`src/rtl/task_word_unpacker.sv`:
```
// Word-buffer FIFO: registered push_rdy (not full), first-word-fall-through head.
// Write lands one cycle after push; push and pop may coincide at any level.
module task_word_unpacker_fifo #(
  parameter int WIDTH = 8,
  parameter int DEPTH = 4,
  localparam int AW = $clog2(DEPTH)
) (
  input  logic             clk,
  input  logic             rst_n,
  input  logic             push_vld,
  output logic             push_rdy,
  input  logic [WIDTH-1:0] push_dat,
  input  logic             pop,
  output logic [WIDTH-1:0] head_dat,
  output logic [AW:0]      level
);
  localparam logic [AW:0] FULL_LVL = (AW+1)'(DEPTH);

  logic [WIDTH-1:0] mem [DEPTH];
  logic [AW:0]      wr_ptr;
  logic [AW:0]      rd_ptr;
  logic [AW:0]      level_nxt;
  logic             push;

  assign push      = push_vld && push_rdy;
  assign level     = wr_ptr - rd_ptr;
  assign level_nxt = level + (AW+1)'(push) - (AW+1)'(pop);
  assign head_dat  = mem[rd_ptr[AW-1:0]];

  always_ff @(posedge clk or negedge rst_n) begin
    if (!rst_n) begin
      wr_ptr   <= '0;
      rd_ptr   <= '0;
      push_rdy <= 1'b0;
    end else begin
      wr_ptr   <= wr_ptr + (AW+1)'(push);
      rd_ptr   <= rd_ptr + (AW+1)'(pop);
      push_rdy <= (level_nxt != FULL_LVL);
    end
  end

  always_ff @(posedge clk) begin
    if (push) mem[wr_ptr[AW-1:0]] <= push_dat;
  end
endmodule

// Unpacks buffered words into OUT_WIDTH symbols, LSB first; byte 0 visible the cycle after accept.
// Output holds under i_ready=0; o_ready drops only when the word FIFO is full.
module task_word_unpacker #(
  parameter int IN_WIDTH   = 32,
  parameter int OUT_WIDTH  = 8,
  parameter int FIFO_DEPTH = 4
) (
  input  logic                          i_clk,
  input  logic                          i_rst_n,
  input  logic [IN_WIDTH-1:0]           i_data,
  input  logic [IN_WIDTH/OUT_WIDTH-1:0] i_keep,
  input  logic                          i_valid,
  input  logic                          i_last,
  output logic                          o_ready,
  output logic [OUT_WIDTH-1:0]          o_data,
  output logic                          o_valid,
  output logic                          o_first,
  output logic                          o_last,
  input  logic                          i_ready,
  output logic                          o_err,
  output logic [31:0]                   o_byte_count
);
  localparam int N  = IN_WIDTH / OUT_WIDTH;
  localparam int IW = $clog2(N);
  localparam int LW = $clog2(FIFO_DEPTH);
  localparam logic [IW:0] ONE_SYM = (IW+1)'(1);
  localparam logic [LW:0] ONE_LVL = (LW+1)'(1);

  typedef struct packed {
    logic                 last;
    logic [N-1:0]         keep;
    logic [IN_WIDTH-1:0]  data;
  } word_t;

  typedef enum logic {IDLE, EMIT} state_t;

  // Symbols on a last word: leading run of ones in keep, never fewer than one.
  function automatic logic [IW:0] keep_len(input logic [N-1:0] keep);
    logic        run;
    logic [IW:0] len;
    run = 1'b1;
    len = '0;
    for (int i = 0; i < N; i++) begin
      run = run & keep[i];
      if (run) len = (IW+1)'(i + 1);
    end
    if (len == '0) len = ONE_SYM;
    return len;
  endfunction

  function automatic logic keep_bad(input logic [N-1:0] keep);
    logic [N-1:0] mask;
    logic [IW:0]  len;
    len = keep_len(keep);
    for (int i = 0; i < N; i++) mask[i] = ((IW+1)'(i) < len);
    return keep != mask;
  endfunction

  state_t                      state;
  word_t                       in_word;
  word_t                       head;
  logic [$bits(word_t)-1:0]    head_dat;
  logic [N-1:0][OUT_WIDTH-1:0] lanes;
  logic [LW:0]                 level;
  logic [IW-1:0]               idx;
  logic [IW:0]                 sym_len;
  logic                        first_pend;
  logic                        err_done;
  logic                        final_sym;
  logic                        push;
  logic                        xfer;
  logic                        pop;

  assign in_word = '{last: i_last, keep: i_keep, data: i_data};

  task_word_unpacker_fifo #(
    .WIDTH ($bits(word_t)),
    .DEPTH (FIFO_DEPTH)
  ) u_fifo (
    .clk      (i_clk),
    .rst_n    (i_rst_n),
    .push_vld (i_valid),
    .push_rdy (o_ready),
    .push_dat (in_word),
    .pop      (pop),
    .head_dat (head_dat),
    .level    (level)
  );

  assign head      = word_t'(head_dat);
  assign lanes     = head.data;
  assign sym_len   = head.last ? keep_len(head.keep) : (IW+1)'(N);
  assign final_sym = ({1'b0, idx} == (sym_len - ONE_SYM));

  assign push = i_valid && o_ready;
  assign xfer = o_valid && i_ready;
  assign pop  = xfer && final_sym;

  assign o_valid = (state == EMIT);
  assign o_data  = o_valid ? lanes[idx] : '0;
  assign o_first = o_valid && first_pend;
  assign o_last  = o_valid && head.last && final_sym;
  // err_done keeps the pulse to one cycle even if the bad word stalls at the head.
  assign o_err   = o_valid && head.last && keep_bad(head.keep) && !err_done;

  always_ff @(posedge i_clk or negedge i_rst_n) begin
    if (!i_rst_n) begin
      state        <= IDLE;
      idx          <= '0;
      first_pend   <= 1'b1;
      err_done     <= 1'b0;
      o_byte_count <= '0;
    end else begin
      case (state)
        IDLE:    if (push) state <= EMIT;
        EMIT:    if (pop && !push && (level == ONE_LVL)) state <= IDLE;
        default: state <= IDLE;
      endcase

      if (pop)       idx <= '0;
      else if (xfer) idx <= idx + IW'(1);

      if (xfer) begin
        first_pend   <= o_last;
        o_byte_count <= o_first ? 32'd1 : o_byte_count + 32'd1;
      end

      if (pop)        err_done <= 1'b0;
      else if (o_err) err_done <= 1'b1;
    end
  end
endmodule

```
`config.mk`:
```
export PLATFORM = sky130hd
export DESIGN_NAME = task_word_unpacker
export DESIGN_NICKNAME = d
export VERILOG_FILES = /design/src/rtl/task_word_unpacker.sv
export SDC_FILE = /design/constraint.sdc
export NUM_CORES = 1
export LEC_CHECK = 0
export BUFFER_PORTS_ARGS = -buffer_cell sky130_fd_sc_hd__buf_2
export CELL_PAD_IN_SITES_DETAIL_PLACEMENT = 0
export CELL_PAD_IN_SITES_GLOBAL_PLACEMENT = 1
export CORE_MARGIN = 2
export CORE_UTILIZATION = 40
export DETAILED_ROUTE_END_ITERATION = 8
export GPL_TIMING_DRIVEN = 1
export PLACE_DENSITY = 0.62
export SLEW_MARGIN = 20
export SYNTH_ARGS = -nofsm -noshare
export SYNTH_HDL_FRONTEND = slang
export SYNTH_HIERARCHICAL = 1
export SYNTH_SLANG_ARGS = --single-unit
```
`constraint.sdc`:
```
create_clock -name i_clk -period 5.5 [get_ports i_clk]
set_input_delay 0.55 -clock i_clk [delete_from_list [all_inputs] [get_ports i_clk]]
set_output_delay 0.55 -clock i_clk [all_outputs]
set_load 0.01 [all_outputs]
```
; Word level (Yosys, flattened, before mapping)
; Memories as Yosys holds them, arrays and structs flattened.
; Cells that the tools add are included.
; Widths: inputs -> output; s select.
[word_totals]
n_memories = 1
reg_bits = 44
mem_bits_rw = 148
[op_classes]
n_reduce_logical = 15
add_sub_neg = 8
bitwise = 4
mux = 18
eq_ne = 4
n_lt_le_gt_ge = 5
[memory_table]
columns = memory, words, word_bits, rd, rd_clocked_by_memory_dff, write_ports, line_no
row1 = u_fifo.mem, 4, 37, 1, 0, 1, 19  ; logic [WIDTH-1:0] mem [DEPTH];
[ops]
columns = op, n
row1 = $add 32x1->32 const B, 1
row2 = $mux 32, 1
row3 = $bmux 8 s2, 1
row4 = $mux 8, 2
row5 = $mux 3, 5
row6 = $logic_and 1x1->1, 10
row7 = $add 3x1->3, 3
row8 = $lt 1x3->1 const A, 2
row9 = $lt 2x3->1 const A, 2
row10 = $mux 1, 6
row11 = $mux 2, 2
row12 = $ne 4x4->1, 1
row13 = $reduce_bool 2->1, 2
row14 = $and 1x1->1, 3
row15 = $eq 2x3->1, 1
row16 = $eq 3x1->1 const B, 1
row17 = $logic_not 3->1, 1
row18 = $lt 2x3->1 const B, 1
row19 = $ne 3x3->1 const B, 1
row20 = $sub 3x1->3, 1
row21 = $sub 3x1->3 const B, 1
row22 = $sub 3x3->3, 1
row23 = $add 2x1->2 const B, 1
row24 = $logic_not 1->1, 2
row25 = other kinds (2), 2

; Logic depth before layout (Yosys ltp)
; An unclocked memory read counts as a cell.
[depth]
ltp_word = 15
depth_mapped = 16
ltp_nobuf = 14

; Hierarchy
; Netlist, hierarchy kept.
[by_module_without_submodules]
columns = mod, n_inst, seq_area_each_um2, area_each_um2, cells_per_inst
row1 = task_word_unpacker_fifo, 1, 4619.4, 5819.3, 231
row2 = task_word_unpacker, 1, 927.1, 2227.1, 225

; Worst setup path after synthesis
; Ideal clock, no wire load.
[synth_path]
kind = register to register
from = register u_fifo.rd_ptr[0]
to = register u_fifo.push_rdy
required_ns = 5.375
stages_incl_launch_ff = 16
setup_time_ns = 0.125
setup_slack_ns = 1.413
t_arrival_ns = 3.963
cell_sequence = dfrtp_1 > buf_6 > buf_12 > mux4_2 > nor2b_1 > o21ai_0 > ha_1 > xor2_1 > nand3_1 > nor2_1 > ha_1 > inv_1 > ha_1 > fa_1 > or3_1 > mux2_2
[synth_rtl]
columns = element, line_no
row1 = start: declaration, 21  ; logic [AW:0] rd_ptr;
row2 = start signal: assignment, 37  ; rd_ptr <= rd_ptr + (AW+1)'(pop);
row3 = end signal: assignment, 38  ; push_rdy <= (level_nxt != FULL_LVL);
row4 = end: declaration, 11  ; output logic push_rdy,

==> impl_metrics.ini <==
[grt]
grt_pass1_vias = 4484
grt_usage_pct = 15.07
grt_remaining_overflow = 0
grt_antenna_before_repair = 4
grt_pass1_wl_mm = 24.55
grt_max_degree = 45

[worst_setup_path]
crit_top_cell = ha_1
crit_chain = mux4_2 -> nor2b_1 -> o21ai_0 -> ha_1 -> xor2_1 -> nand3_1 -> nor2_1 -> ha_1 -> inv_1 -> ha_1 -> fa_1 -> or3_1 -> mux2_2
slowest_stage = dfrtp_2
crit_arrival_ps = 4730
worstSetupStartpointType = register
cp_max_fo = 17
crit_path_max_incr_delay_ps = 700
end_kind = register
critPathKind = register to register
required_ps = 5800

[drt]
first_pass_iters = 4
vias_per_cell = 5.095
dr_wl_met3_um = 709
highest-signal-layer = met5
wire_per_inst_um = 18.18
drt_wl_total_mm = 15.05
drt_iter0_drc = 175
routed-wl-met2_mm = 7.595
drc = 0
vias = 4219
wl_met1_mm = 6.621
ant_nets = 0

[floorplan]
core-area_um2 = 19590
die_area_um2 = 21270
rows = 51
initial_core_util_pct = 41.07
fp.dieH_um = 145.8
io_pins = 86
die_w_um = 145.8

[timing]
finalCriticalPeriod_ps = 4427
slew_violations = 0
setup_slack_ps = 1073
relSlewSlack_pct = 43.11
holdWs_ps = 132.8
fin_crit_sh_pct = 80.49
rsz0062_at_grt = no
timing.setup.tns_ps = 0
finalHoldViolations = 0
finalSetupViolCount = 0
fmax_mhz = 225.9
clock_skew_ps = 8.731
worst_pin_slew_ps = 853.4

[clocking]
cts_sinks = 192
cts_tree = built
insertion_delay_ps = 420
postCtsSetupBuffers = 0
clkTransAtPathRegs_ps = 70
cts_buffer_depth = 2
h-tree-depth = 4
cts_resized = 0
numCtsBuffers = 17
root_buffer = clkbuf_16
cts-hold-fix-buffers = 0

[synth]
ys_warn_count = 6
postSynth.asyncResetShare_pct = 22.92
synth_area_per_cell_um2 = 17.65
synth_cell_types = 50
yosys_most_used_dff = edfxtp_1
yosysSeqAreaShare_pct = 68.93
netlist_instances = 456
syn_nets = 508
synth_edf_count = 148
synthesis.area_um2 = 8046
synth-seq-cells = 192

[final_layout]
fin_nets = 602
drive_above_1_share_pct = 31.62
finalInstanceArea_um2 = 9340
final_util_pct = 47.68
diodes = 0
area.growth.synth_to_final_pct = 16.08

[power]
leakagePower_nw = 3.508
p_per_area_nw_per_um2 = 501.9
vdd_ir_drop_max_v = 0.0002410

[place]
place_hpwl_mm = 9.418
globalplace.congestion = 0.7478
pre_cts_ws_ps = 1054
dpl_cell_area_um2 = 8747
io_buffers = 85

[status]
status = completed

[flow_run]
drv_cap = 0

[hold_path]
hold_path_class = input port to asynchronous set/reset pin
[cell type report]
cell class / instances / area [um^2]
fill: 1697 / 10250
sequential: 192 / 5548
multi-input combinational: 240 / 2365
timing repair buffer: 92 / 480.5
clock buffer: 18 / 429.2
tap: 265 / 331.6
clock inverter: 14 / 160.2
inverter: 7 / 26.28
[worst paths after layout]
kind | start | endpoint | slack (ps) | depth (start not counted)
worst max-delay path | u_fifo/rd_ptr[0] | u_fifo/push_rdy | 1070 | 13
worst min-delay path | i_rst_n | o_byte_count[27] | 130 | 1
worst max register to register | u_fifo/rd_ptr[0] | u_fifo/push_rdy | 1070 | 13
worst min register to register | u_fifo/rd_ptr[2] | u_fifo/rd_ptr[2] | 480 | 1
max in group asynchronous | i_rst_n | u_fifo/rd_ptr[0] | 4940 | 1
min in group i_clk | i_data[19] | u_fifo/mem[1][19] | 340 | 1
[cells by family (layout without fill, tap and decap cells)]
logic type | count (synthesis) | in the layout | share of synthesized area (%)
AO/OA/AOI/OAI | 17 | 17 | 1.431
XOR/XNOR | 36 | 36 | 3.918
adder cells (fa/ha/maj) | 11 | 11 | 1.897
buffers and inverters | 24 | 131 | 2.006
flip-flops | 192 | 192 | 68.93
multiplexers | 47 | 47 | 13.20
AND/OR/NAND/NOR | 129 | 129 | 8.615
[per-layer routing]
layer / GRT usage (%) / vias to the layer above
li1: - / 1972
met1: 18.81 / 2134
met2: 25.73 / 91
met3: 4.890 / 14
met4: 3.382 / 8
met5: 0 / -
[worst max-delay path: cells and delay by family (launching register included)]
kind / cells / cell delay [ps]
AO/OA/AOI/OAI: 1 / 390
XOR/XNOR: 1 / 180
AND/OR/NAND/NOR: 4 / 920
multiplexers: 2 / 870
adder cells (fa/ha/maj): 4 / 1200
buffers and inverters: 1 / 60
flip-flops: 1 / 700
[cells in the final DEF, fill, tap and decap left out, types with 3 or more instances in the layout]
cell type  instances
edfxtp_1         148
buf_2             84
dfrtp_1           42
mux4_2            38
nor2_1            37
xor2_1            25
nand2_1           19
clkbuf_16         17
nand3_1           16
nand4_1           13
xnor2_1           11
and2_1            10
ha_1               9
buf_4              8
inv_1              7
mux4_1             7
o21ai_0            6
and3_1             6
inv_8              5
and4_1             4
inv_6              4
nor3_2             3
nor3_1             3
[sequential cells by signal, summed over array words and instances (netlist names)]
signal / flops
err_done: 1
first_pend: 1
u_fifo/push_rdy: 1
u_fifo/mem: 148
o_valid: 1
idx: 2
u_fifo/rd_ptr: 3
o_byte_count: 32
u_fifo/wr_ptr: 3
[synth_stat cells (2+ instances only)]
master / count / area (um^2)
a21oi_1: 2 / 10.01
and2_1: 10 / 62.56
and3_1: 7 / 43.79
and4_1: 4 / 35.03
buf_12: 3 / 60.06
buf_2: 5 / 25.02
buf_6: 2 / 22.52
clkbuf_1: 5 / 18.77
dfrtp_1: 43 / 1076
edfxtp_1: 148 / 4444
fa_1: 2 / 40.04
ha_1: 9 / 112.6
inv_1: 7 / 26.28
mux2_2: 2 / 22.52
mux4_1: 7 / 183.9
mux4_2: 38 / 855.8
nand2_1: 19 / 71.32
nand3_1: 16 / 80.08
nand4_1: 13 / 81.33
nor2_1: 39 / 146.4
nor2b_1: 2 / 12.51
nor3_1: 5 / 25.02
o21ai_0: 6 / 30.03
or3_1: 2 / 12.51
xnor2_1: 11 / 96.34
xor2_1: 25 / 219.0
[per-stage QoR]
stage | power (W) | instances
3_5_place_dp | 0.003543 | 796
5_1_grt | 0.004972 | 828
2_1_floorplan | 0.003145 | 456
3_3_place_gp | 0.003511 | 796
4_1_cts | 0.004768 | 828
6_report | 0.004688 | 828
[report_power, final]
group | leakage, nW | internal, W | switching, W
clock network | 0.292 | 0.000651 | 0.000567
logic | 1.29 | 0.000706 | 0.000692
registers | 1.93 | 0.00186 | 0.000215
Power figures use the tool's default switching activity.
